## src/rtl/state_frame_tx.sv

```systemverilog
// Kart game-state transmitter: packs x/y/direction/game/reset into a 6-byte payload
// and sends it as one RMII frame (preamble, SFD, payload, CRC-32 FCS, gap).
module state_frame_tx #(
  parameter int IFG_CYCLES = 48,
  parameter int PRE_BYTES  = 7
) (
  input  logic        eth_clk,
  input  logic        eth_rst,
  input  logic        send_valid,
  output logic        send_ready,
  input  logic [10:0] player_x,
  input  logic [10:0] player_y,
  input  logic [8:0]  direction,
  input  logic [2:0]  game_stat,
  input  logic        reset_flag,
  output logic [1:0]  eth_txd,
  output logic        eth_txen,
  output logic        busy
);

  localparam logic [2:0] S_IDLE = 3'd0;
  localparam logic [2:0] S_PRE  = 3'd1;
  localparam logic [2:0] S_SFD  = 3'd2;
  localparam logic [2:0] S_PAY  = 3'd3;
  localparam logic [2:0] S_FCS  = 3'd4;
  localparam logic [2:0] S_IFG  = 3'd5;

  // The IDLE cycle itself is the last gap cycle, so IFG holds for one cycle less;
  // that lets a held send_valid restart exactly IFG_CYCLES cycles after txen drops.
  localparam int PRE_LAST = PRE_BYTES * 4 - 1;
  localparam int IFG_LAST = IFG_CYCLES - 2;
  localparam int MAX_A    = (PRE_LAST > IFG_LAST) ? PRE_LAST : IFG_LAST;
  localparam int MAX_V    = (MAX_A > 23) ? MAX_A : 23;
  localparam int CW       = $clog2(MAX_V + 1);

  logic [2:0]    state, state_n;
  logic [CW-1:0] cnt, cnt_n;
  logic [47:0]   word, word_n;
  logic [31:0]   crc, crc_n;
  logic [1:0]    txd_n;
  logic          txen_n;
  logic [5:0]    pay_base;

  function automatic logic [31:0] crc_step(input logic [31:0] c, input logic [1:0] d);
    logic [31:0] r;
    r = c;
    for (int i = 0; i < 2; i++) begin
      if (r[0] ^ d[i]) r = (r >> 1) ^ 32'hEDB88320;
      else             r = r >> 1;
    end
    return r;
  endfunction

  always_comb begin
    state_n  = state;
    cnt_n    = cnt + CW'(1);
    word_n   = word;
    crc_n    = crc;
    txd_n    = 2'b00;
    txen_n   = 1'b0;
    pay_base = 6'd0;

    case (state)
      S_IDLE: begin
        cnt_n = '0;
        if (send_valid) begin
          state_n = S_PRE;
          word_n  = {player_x, 1'b0, player_y, 1'b0, direction, 3'b000,
                     game_stat, 1'b0, reset_flag, 3'b000, 4'b0000};
          crc_n   = 32'hFFFFFFFF;
        end
      end
      S_PRE: if (cnt == CW'(PRE_LAST)) begin state_n = S_SFD; cnt_n = '0; end
      S_SFD: if (cnt == CW'(3))        begin state_n = S_PAY; cnt_n = '0; end
      S_PAY: if (cnt == CW'(23))       begin state_n = S_FCS; cnt_n = '0; end
      S_FCS: if (cnt == CW'(15))       begin state_n = S_IFG; cnt_n = '0; end
      S_IFG: if (cnt == CW'(IFG_LAST)) begin state_n = S_IDLE; cnt_n = '0; end
      default: begin state_n = S_IDLE; cnt_n = '0; end
    endcase

    // Outputs are computed for the state being entered so they can be registered.
    case (state_n)
      S_PRE: begin
        txen_n = 1'b1;
        txd_n  = 2'b01;
      end
      S_SFD: begin
        txen_n = 1'b1;
        txd_n  = (cnt_n == CW'(3)) ? 2'b11 : 2'b01;
      end
      S_PAY: begin
        txen_n   = 1'b1;
        pay_base = 6'd40 - {cnt_n[4:2], 3'b000} + {3'b000, cnt_n[1:0], 1'b0};
        txd_n    = word_n[pay_base +: 2];
        crc_n    = crc_step(crc_n, txd_n);
      end
      S_FCS: begin
        txen_n = 1'b1;
        txd_n  = ~crc_n[{cnt_n[3:0], 1'b0} +: 2];
      end
      default: begin
        txen_n = 1'b0;
        txd_n  = 2'b00;
      end
    endcase
  end

  always_ff @(posedge eth_clk) begin
    if (eth_rst) begin
      state      <= S_IDLE;
      cnt        <= '0;
      word       <= '0;
      crc        <= 32'hFFFFFFFF;
      eth_txd    <= 2'b00;
      eth_txen   <= 1'b0;
      send_ready <= 1'b1;
      busy       <= 1'b0;
    end else begin
      state      <= state_n;
      cnt        <= cnt_n;
      word       <= word_n;
      crc        <= crc_n;
      eth_txd    <= txd_n;
      eth_txen   <= txen_n;
      send_ready <= (state_n == S_IDLE);
      busy       <= (state_n != S_IDLE);
    end
  end

endmodule
```

## config.mk

```make
export PLATFORM = sky130hd
export DESIGN_NAME = state_frame_tx
export DESIGN_NICKNAME = d
export VERILOG_FILES = /design/src/rtl/state_frame_tx.sv
export SDC_FILE = /design/constraint.sdc
export NUM_CORES = 1
export LEC_CHECK = 0
export CORE_UTILIZATION = 40
export CTS_CLUSTER_SIZE = 8
export DETAILED_ROUTE_END_ITERATION = 8
export GPL_ROUTABILITY_DRIVEN = 0
export SLEW_MARGIN = 25
export SYNTH_ARGS = -nofsm -noshare
export SYNTH_HDL_FRONTEND = slang
export SYNTH_SLANG_ARGS = --single-unit
```

## constraint.sdc

```tcl
create_clock -name eth_clk -period 5.92 [get_ports eth_clk]
set_input_delay 1.184 -clock eth_clk [delete_from_list [all_inputs] [get_ports eth_clk]]
set_output_delay 1.184 -clock eth_clk [all_outputs]
set_load 0.005 [all_outputs]
```

==> impl_metrics.sql <==
INSERT INTO impl_metrics (metric_group, metric, value, unit) VALUES
('synthesis', 'yosys-top-cells-count', 'nand2_1 (111), dfxtp_1 (94), nor2_1 (71), nand3_1 (49), a21oi_1 (45)', ''),
('power_and_ir_drop', 'leakagePower', '2.32', 'nW'),
('synthesis', 'async_flop_share', '0', '%'),
('clocking', 'clock_network_latency_to_the_later_pin_of_the_worst_skew_pair', '0.35', 'ns'),
('clocking', 'cts.root.buffer_cell', 'clkbuf_16', ''),
('route', 'average_via_count_per_standard_cell', '5.79', ''),
('power_and_ir_drop', 'total_power', '1.49', 'mW'),
('setup_path', 'cp_cell_sequence', 'buf_4, inv_1, ha_1, inv_1, o311ai_0, o31ai_2, or2_1, a32oi_1, o221ai_1, o21ai_1, o211ai_1, a2111oi_0, nor2_1', ''),
('finish', 'postLayoutCoreUtil', '47.7', '%'),
('die', 'die_height', '117', 'um'),
('route', 'drtIter0Drc', '431', ''),
('power_and_ir_drop', 'p_per_area', '245', 'mW/mm2'),
('setup_path', 'worstPathRequired', '6.15', 'ns'),
('finish', 'layout-drive-gt1-share', '10.8', '%'),
('setup_path', 'cp_slowest_stage_delay', '0.77', 'ns'),
('clocking', 'numCtsBuffers', '9', ''),
('sta', 'finalWorstPathRequiredPeriod', '5.07', 'ns'),
('route', 'firstDrtPassIters', '8', ''),
('synthesis', 'netlist_instances', '663', ''),
('synthesis', 'netlist.top_cell.by_area', 'dfxtp_1', ''),
('die', 'die_area', '0.0137', 'mm2'),
('setup_path', 'arrival', '5.30', 'ns'),
('place', 'post-place-cells', '840', ''),
('sta', 'timing.final.crit_share', '85.7', '%'),
('synthesis', 'post_synth_main_area_contributors', 'dfxtp_1 (36%), nand2_1 (7.9%), nor2_1 (5.0%), nand3_1 (4.6%), a21oi_1 (4.3%)', ''),
('sta', 'whs', '0.459', 'ns'),
('synthesis', 'netlist.area_leader.share', '35.7', '%'),
('route', 'detail-route-antenna-nets', '0', ''),
('die', 'boundaryPins', '43', ''),
('synthesis', 'synthesis.area_per_instance', '7.96', 'um2'),
('die', 'fp.coreArea', '0.0127', 'mm2'),
('synthesis', 'synth-warning-count', '0', ''),
('setup_path', 'crit_path_max_fanout', '16', ''),
('synthesis', 'synth_enable_flop_cells', '0', ''),
('finish', 'n_antenna_cell', '0', ''),
('setup_path', 'timing.rr.start', 'cnt[0]', ''),
('sta', 'setup_tns', '0', 'ns'),
('clocking', 'clk_transition_reported_paths', '0.07', 'ns'),
('setup_path', 'timing.setup.critical_path_class', 'register to register', ''),
('run', 'maximum_capacitance_violations', '0', ''),
('synthesis', 'synth.yosys.seq_area_share', '35.7', '%'),
('sta', 'rsz0062_at_grt', 'false', ''),
('hold_path', 'hp-start', 'word[23]', ''),
('setup_path', 'crit_path_top_delay_cell', 'o21ai_1', ''),
('synthesis', 'postSynthNetCount', '703', ''),
('hold_path', 'type_of_the_tightest_min_delay_check', 'register to register', ''),
('place', 'dp_worst_setup_slack', '0.769', 'ns'),
('sta', 'worst_slew_margin_rel', '35.3', '%'),
('route', 'via_count', '4952', ''),
('setup_path', 'worstSetupStartpoint', 'cnt[0]', ''),
('grt', 'grtUsageTotal', '23.4', '%'),
('clocking', 'htree_num_levels', '3', ''),
('sta', 'setup-violations-final', '0', ''),
('sta', 'max_clock_skew', '0.00750', 'ns'),
('clocking', 'ctsLongestPathBuffers', '2', ''),
('clocking', 'cts_tree', 'yes', ''),
('clocking', 'cts_setup_buffers', '0', ''),
('place', 'dpl_cell_area', '0.00576', 'mm2'),
('grt', 'grt_start_max_net_pins', '75', ''),
('outcome', 'outcome', 'finished, final reports clean', ''),
('clocking', 'post_cts_hold_buffer_count', '0', ''),
('sta', 'timing_hold_violations_final', '0', ''),
('synthesis', 'synth.cell_area', '0.00528', 'mm2'),
('grt', 'grt_overflow_total', '0', ''),
('die', 'row_count', '41', ''),
('power_and_ir_drop', 'ir_worst_vdd', '151', 'uV'),
('die', 'initial_core_utilization', '41.5', '%'),
('sta', 'post-route-worst-setup-slack', '0.846', 'ns'),
('synthesis', 'synth_flop_cell', 'dfxtp_1', ''),
('route', 'drt-wirelength-per-cell', '17.5', 'um'),
('finish', 'layout.nets', '719', '');
==> placed cells by master (no fill, tap or decap), drive strengths merged, types with 10 or more instances in the layout <==
| cell | Yosys | routed |
|---|---|---|
| nand2 | 112 | 112 |
| dfxtp | 94 | 94 |
| nor2 | 74 | 74 |
| nand3 | 49 | 49 |
| a21oi | 48 | 48 |
| clkdlybuf4s50 | 0 | 41 |
| nor3 | 25 | 25 |
| and2 | 19 | 19 |
| mux2i | 19 | 19 |
| o21ai | 18 | 18 |
| buf | 18 | 12 |
| clkbuf | 30 | 12 |
| or2 | 11 | 11 |
| o21bai | 10 | 10 |
==> sequential cells by signal, indices dropped and copies added, names as in the netlist <==
name	flops
state	3
cnt	6
word	48
eth_txen	1
eth_txd	2
send_ready	1
busy	1
crc	32
==> report_power, final <==
group	leakage [nW]	total, mW	internal [mW]	switching (mW)
Sequential	0.766	0.661	0.651	0.0101
Combinational	1.40	0.224	0.0918	0.133
Clock	0.149	0.601	0.352	0.249
==> layout make-up <==
class                      count  area, um2
clock buffer                  12        256
clock inverter                 4       55.1
fill                        1305       6650
inverter                       5       18.8
multi-input combinational    516       3150
sequential                    94       1880
tap                          172        215
timing repair buffer          53        498
==> metal layers <==
metal  share of wire (%)  global-route usage, %  vias up
li1                    -                      -     2398
met1                  47                   32.7     2375
met2                  45                   36.2      155
met3                 5.7                   4.58       24
met4                 2.2                   7.51        0
met5                   0                      0        -
==> critical path: cells and delay by family, from the launching register on <==
family	cells	cell delay [ns]
fa+ha+maj	1	0.65
compound gates	7	2.90
flops	1	0.31
buf+inv	3	0.54
simple gates	2	0.53
==> cells by family after synthesis <==
group	Yosys count	synth area share (%)
compound gates	159	21.9
buf+inv	53	4.69
xor+xnor	12	3.56
flops	94	35.7
fa+ha+maj	2	0.474
mux	23	4.46
simple gates	320	29.3
==> worst paths after layout <==
check        cells after the start  slack [ns]       end
max                             13        0.85   crc[19]
min                              2        0.46  word[23]
max reg2reg                     13        0.85   crc[19]
min reg2reg                      2        0.46  word[23]
Power figures use the tool's default switching activity.
